[config.mk]
export PLATFORM = sky130hd
export DESIGN_NAME = sp_ram_arbiter
export DESIGN_NICKNAME = d
export VERILOG_FILES = /design/src/rtl/sp_ram_arbiter_pkg.sv /design/src/rtl/rr_arb2.sv /design/src/rtl/sp_ram_arbiter.sv
export SDC_FILE = /design/constraint.sdc
export NUM_CORES = 1
export LEC_CHECK = 0
export ABC_AREA = 1
export CORE_AREA = 2 2 98 100
export DETAILED_ROUTE_END_ITERATION = 8
export DIE_AREA = 0 0 100 102
export PLACE_DENSITY_LB_ADDON = 0.25
export SYNTH_ARGS = -nofsm -noshare
export SYNTH_HDL_FRONTEND = slang
export SYNTH_SLANG_ARGS = --single-unit
[constraint.sdc]
create_clock -name clk -period 2.9 [get_ports clk]
set_clock_uncertainty 0.05 [all_clocks]
set_input_delay 0.58 -clock clk [delete_from_list [all_inputs] [get_ports clk]]
set_output_delay 0.58 -clock clk [all_outputs]
set_load 0.01 [all_outputs]
[src/rtl/sp_ram_arbiter_pkg.sv]
// Shared types for the single-port RAM arbiter: master identifiers, the
// registered response descriptor and the full byte-enable constant.
package sp_ram_arbiter_pkg;

  typedef enum logic {
    MASTER_INSTR = 1'b0,
    MASTER_DATA  = 1'b1
  } master_e;

  typedef struct packed {
    logic    valid;
    master_e master;
    logic    err;
    logic    is_read;
  } resp_t;

  localparam logic [3:0] BE_ALL = 4'hF;

endpackage

[src/rtl/rr_arb2.sv]
// Two-input round-robin arbiter: a lone requester always wins, on conflict the
// master not granted last wins. Index 0 is instr, index 1 is data.
module rr_arb2
  import sp_ram_arbiter_pkg::*;
(
  input  logic       clk,
  input  logic       rst_n,
  input  logic [1:0] req_i,
  output logic [1:0] gnt_o
);

  master_e last_q, last_d;

  always_comb begin
    gnt_o  = '0;
    last_d = last_q;
    case (req_i)
      2'b01:   gnt_o[0] = 1'b1;
      2'b10:   gnt_o[1] = 1'b1;
      2'b11: begin
        if (last_q == MASTER_INSTR) gnt_o[1] = 1'b1;
        else                        gnt_o[0] = 1'b1;
      end
      default: ;
    endcase
    if (gnt_o[0])      last_d = MASTER_INSTR;
    else if (gnt_o[1]) last_d = MASTER_DATA;
  end

  always_ff @(posedge clk or negedge rst_n) begin
    if (!rst_n) last_q <= MASTER_INSTR;
    else        last_q <= last_d;
  end

endmodule

[src/rtl/sp_ram_arbiter.sv]
// Arbitrates instr fetch and LSU ports onto one single-port word RAM with range
// checking. Define SP_RAM_ARBITER_RDATA_REG_EN to add a registered response stage.
module sp_ram_arbiter
  import sp_ram_arbiter_pkg::*;
#(
  parameter int unsigned ADDR_WIDTH = 8,
  parameter int unsigned NUM_WORDS  = 256,
  parameter logic [31:0] BASE_ADDR  = 32'h0000_0000
) (
  input  logic                  clk,
  input  logic                  rst_n,
  input  logic                  instr_req_i,
  input  logic [31:0]           instr_addr_i,
  output logic                  instr_gnt_o,
  output logic                  instr_rvalid_o,
  output logic [31:0]           instr_rdata_o,
  output logic                  instr_err_o,
  input  logic                  data_req_i,
  input  logic [31:0]           data_addr_i,
  input  logic                  data_we_i,
  input  logic [3:0]            data_be_i,
  input  logic [31:0]           data_wdata_i,
  output logic                  data_gnt_o,
  output logic                  data_rvalid_o,
  output logic [31:0]           data_rdata_o,
  output logic                  data_err_o,
  output logic                  ram_en_o,
  output logic [ADDR_WIDTH-1:0] ram_addr_o,
  output logic [31:0]           ram_wdata_o,
  output logic                  ram_we_o,
  output logic [3:0]            ram_be_o,
  input  logic [31:0]           ram_rdata_i
);

  localparam logic [31:0] WINDOW = 32'(NUM_WORDS) << 2;

  logic [1:0]            req, gnt;
  logic [31:0]           instr_off, data_off;
  logic                  instr_in, data_in, sel_in, any_gnt;
  logic [ADDR_WIDTH-1:0] addr_q, addr_d;
  resp_t                 resp_q, resp_d, out_resp;
  logic [31:0]           out_rdata;

  // Requests are masked by reset so grants drop asynchronously with rst_n.
  assign req = {data_req_i, instr_req_i} & {2{rst_n}};

  rr_arb2 u_arb (
    .clk   (clk),
    .rst_n (rst_n),
    .req_i (req),
    .gnt_o (gnt)
  );

  assign instr_off = instr_addr_i - BASE_ADDR;
  assign data_off  = data_addr_i - BASE_ADDR;
  assign instr_in  = instr_off < WINDOW;
  assign data_in   = data_off < WINDOW;
  assign any_gnt   = |gnt;
  assign sel_in    = gnt[1] ? data_in : instr_in;

  assign instr_gnt_o = gnt[0];
  assign data_gnt_o  = gnt[1];

  always_comb begin
    addr_d         = gnt[1] ? data_off[ADDR_WIDTH+1:2] : instr_off[ADDR_WIDTH+1:2];
    resp_d.valid   = any_gnt;
    resp_d.master  = gnt[1] ? MASTER_DATA : MASTER_INSTR;
    resp_d.err     = any_gnt & ~sel_in;
    resp_d.is_read = any_gnt & sel_in & ~(gnt[1] & data_we_i);
  end

  assign ram_en_o    = any_gnt & sel_in;
  assign ram_we_o    = ram_en_o & gnt[1] & data_we_i;
  assign ram_be_o    = gnt[1] ? data_be_i : BE_ALL;
  assign ram_wdata_o = data_wdata_i;
  assign ram_addr_o  = ram_en_o ? addr_d : addr_q;

  always_ff @(posedge clk or negedge rst_n) begin
    if (!rst_n) begin
      addr_q <= '0;
      resp_q <= '0;
    end else begin
      if (ram_en_o) addr_q <= addr_d;
      resp_q <= resp_d;
    end
  end

`ifdef SP_RAM_ARBITER_RDATA_REG_EN
  resp_t       resp2_q;
  logic [31:0] rdata2_q;

  always_ff @(posedge clk or negedge rst_n) begin
    if (!rst_n) begin
      resp2_q  <= '0;
      rdata2_q <= '0;
    end else begin
      resp2_q  <= resp_q;
      rdata2_q <= resp_q.is_read ? ram_rdata_i : '0;
    end
  end

  assign out_resp  = resp2_q;
  assign out_rdata = resp2_q.is_read ? rdata2_q : '0;
`else
  assign out_resp  = resp_q;
  assign out_rdata = resp_q.is_read ? ram_rdata_i : '0;
`endif

  assign instr_rvalid_o = out_resp.valid & (out_resp.master == MASTER_INSTR);
  assign data_rvalid_o  = out_resp.valid & (out_resp.master == MASTER_DATA);
  assign instr_err_o    = instr_rvalid_o & out_resp.err;
  assign data_err_o     = data_rvalid_o & out_resp.err;
  assign instr_rdata_o  = instr_rvalid_o ? out_rdata : '0;
  assign data_rdata_o   = data_rvalid_o ? out_rdata : '0;

endmodule

==> flow_summary_export.csv <==
group,metric,value,unit
synth,yosys_warnings,0,
timing,fin_setup_tns,0,ps
cts,clkSlewWorstSetupHoldPaths,60,ps
die,die_x,100,um
power_and_ir_drop,sw_frac_of_total,26.77,%
cells_and_area,design_area,3532,um^2
synth,synth.largest_area_cell,"dfrtp_1",
route,wl_per_cell,11.83,um
synth,ys.flop_type,"dfrtp_1",
synth,yosys.area.top_type_share,19.62,%
route,wirelength,6696,um
synth,ys_types,22,
cts,clock_insertion_delay_worst_skew,240,ps
global_routing,grt_max_degree,38,
synth,postSynthAreaPerCell,5.678,um^2
cells_and_area,diodes,0,
cells_and_area,area_growth,113.1,%
timing,drv_slew,0,
power_and_ir_drop,ir_drop,109.9,uV
place,place_area,3480,um^2
place,dp_hpwl,5724,um
min_path,hold_path.class,"input port to asynchronous set/reset pin",
timing,rsz0062_at_grt,"false",
synth,synth-seq-cells,13,
timing,finalSetupViolCount,0,
synth,ys_seq_area_share,19.62,%
synth,synth_top_cells_by_count,"64 x nor3_1, 57 x inv_1, 55 x nand2_1",
cts,cts_buffers,3,
cells_and_area,nFillCells,982,
global_routing,first_global_vias,2046,
critical_path,crit_path_max_fanout,10,
timing,slew_headroom,59.85,%
die,core,9109,um^2
synth,synth_nets,429,
cells_and_area,multi_input_area,825.8,um^2
critical_path,arrival,2150,ps
global_routing,grtUsageTotal,11.26,%
global_routing,grt_first_pass_wirelength,9390,um
die,rows,35,
status,status,"finished, final reports clean",
power_and_ir_drop,p_leak,1.616,nW
cells_and_area,regArea,325.3,um^2
cells_and_area,drive_above_1_share,9.670,%
synth,syn_area,1658,um^2
critical_path,critPathKind,"input port to primary output",
timing,max_freq,360.3,MHz
route,detail-route-antenna-nets,0,
critical_path,crit_required,2270,ps
timing,worstMarginPinSlew,601.4,ps
die,io_pins,253,
cells_and_area,final_cells,566,
timing,finalHoldViolations,0,
route,vias,2317,
power_and_ir_drop,seqPwrFrac,31.3,%
power_and_ir_drop,finalPower,0.6082,mW
synth,async_reset_ff_share,100.0,%
cts,root_buffer,"clkbuf_8",
die,die_y,102,um
route,routed_via_density,4.094,
cells_and_area,nets,593,
power_and_ir_drop,power.internal,0.4454,mW
place,dp_cells,560,
die,die_area,10200,um^2
route,drt_first_pass_iters,4,
place,gp_congestion,0.7530,
cts,h-tree-depth,1,
power_and_ir_drop,clkPwrFrac,26.4,%
critical_path,cp-end-kind,"primary output",
synth,yosysMostFrequentCell,"nor3_1",
cts,clkSinkCount,13,
route,drc,0,
cts,cts_tree,"built",
critical_path,startpoint_type,"input port",
power_and_ir_drop,comb_power_share,42.4,%
run,drv_cap,0,
place,io_buffers,184,
synth,synthCells,292,
power_and_ir_drop,switching_power,0.1628,mW
timing,fin_crit_sh,95.70,%
route,first_iter_violations,33,
global_routing,antenna_found_initial,0,
synth,synth.area.top_cells,"dfrtp_1 20%, nor3_1 19%, buf_4 14%, inv_1 13%, nand2_1 12%",
timing,finalCriticalPeriod,2775,ps
cts,clockBufferDepth,2,
synth,synth_edf_count,0,
power_and_ir_drop,power_density,172.2,nW/um^2
global_routing,globalRouteOverflowTotal,0,
die,start_util,18.20,%
-- routing by layer --
metal	wire, um	up-vias	track usage [%]	share of wire [%]
met1	2502	983	11.77	37
li1	-	1181	-	-
met5	0	-	0	0
met4	32	0	2.213	0.48
met2	3345	151	22.25	50
met3	815	2	3.420	12
-- critical path, stage by stage --
cell,delay (ps)
clkdlybuf4s50_1,400
nor2_1,130
nand2_1,80
nor3_2,190
nand2_2,110
nand2_4,140
nand2_8,90
nand2_1,70
nand2_1,60
dlygate4sd2_1,290
-- power groups by stage --
stage          clock, mW  combinational [mW]  sequential (mW)
2_1_floorplan          0               0.122            0.193
3_3_place_gp           0               0.259            0.193
3_5_place_dp           0               0.262            0.193
4_1_cts            0.165               0.262            0.190
5_1_grt            0.171               0.283            0.191
6_report           0.160               0.258            0.190
-- path summary, 6_finish.rpt --
check	endpoint	from	cells past startpoint	slack (ps)
setup reg to reg	out_resp[0]	u_arb.last_q	8	1480
min in group clk	addr_q[0]	addr_q[0]	2	420
setup / recovery	ram_addr_o[6]	instr_addr_i[10]	10	120
hold reg to reg	addr_q[0]	addr_q[0]	2	420
max in group asynchronous	addr_q[5]	rst_n	2	2250
hold / removal	out_resp[2]	rst_n	2	410
-- area by class of cell --
| type | count | area share [%] |
|---|---|---|
| repair buffers | 204 | 55.83 |
| multi-input cells | 174 | 23.38 |
| flip-flops and latches | 13 | 9.210 |
| inverters | 60 | 6.376 |
| well taps | 111 | 3.932 |
| clock buffers | 4 | 1.275 |
-- kinds of logic (layout without fill, tap and decap cells) --
group	after synthesis	after routing	share of synthesized area [%]
buf+inv	106	268	31.77
compound gates	3	3	1.585
flops	13	13	19.62
simple gates	170	171	47.02
-- flip-flops by register name, indices dropped and copies added (netlist names) --
register,count
addr_q,8
out_resp,4
u_arb.last_q,1
-- layout by cell type (no fill, tap or decap) --
| cell | instances |
|---|---|
| nand2_4 | 1 |
| nor3_1 | 64 |
| nor2_1 | 25 |
| buf_4 | 20 |
| a21oi_1 | 1 |
| dfrtp_1 | 13 |
| clkbuf_1 | 1 |
| clkdlybuf4s50_1 | 167 |
| nor2_2 | 4 |
| dlygate4sd2_1 | 12 |
| o21ai_0 | 1 |
| a21oi_4 | 1 |
| nor3_2 | 1 |
| clkbuf_2 | 2 |
| and2_1 | 1 |
| nand2_1 | 55 |
| and2_0 | 1 |
| dlymetal6s2s_1 | 2 |
| inv_2 | 3 |
| clkbuf_8 | 3 |
| nand3_1 | 10 |
| or2_2 | 4 |
| inv_1 | 57 |
| nand2_2 | 4 |
| clkdlybuf4s15_1 | 1 |
| nand2_8 | 1 |
-- per-stage QoR --
| stage | worst slack [ps] | util, % | hold WS, ps |
|---|---|---|---|
| 3_5_place_dp | -300.3 | 38.20 | 411.1 |
| 4_1_cts | 0.7809 | 38.57 | 421.1 |
| 2_1_floorplan | 906.6 | - | 234.4 |
| 6_report | 124.6 | 38.78 | 409.0 |
| 3_3_place_gp | -260.7 | 38.20 | 401.9 |
| 5_1_grt | 3.191 | 38.78 | 446.0 |
-- what timing repair did --
action / 4_1_cts / 5_1_grt
hold buffers: 0 / 0
setup buffers: 1 / 0
gates cloned: 0 / 1
gates resized for setup: 15 / 10
endpoints found under the setup margin: 14 / 8
pin swaps: 0 / 1
No activity file was read; power rests on OpenSTA's default activity.
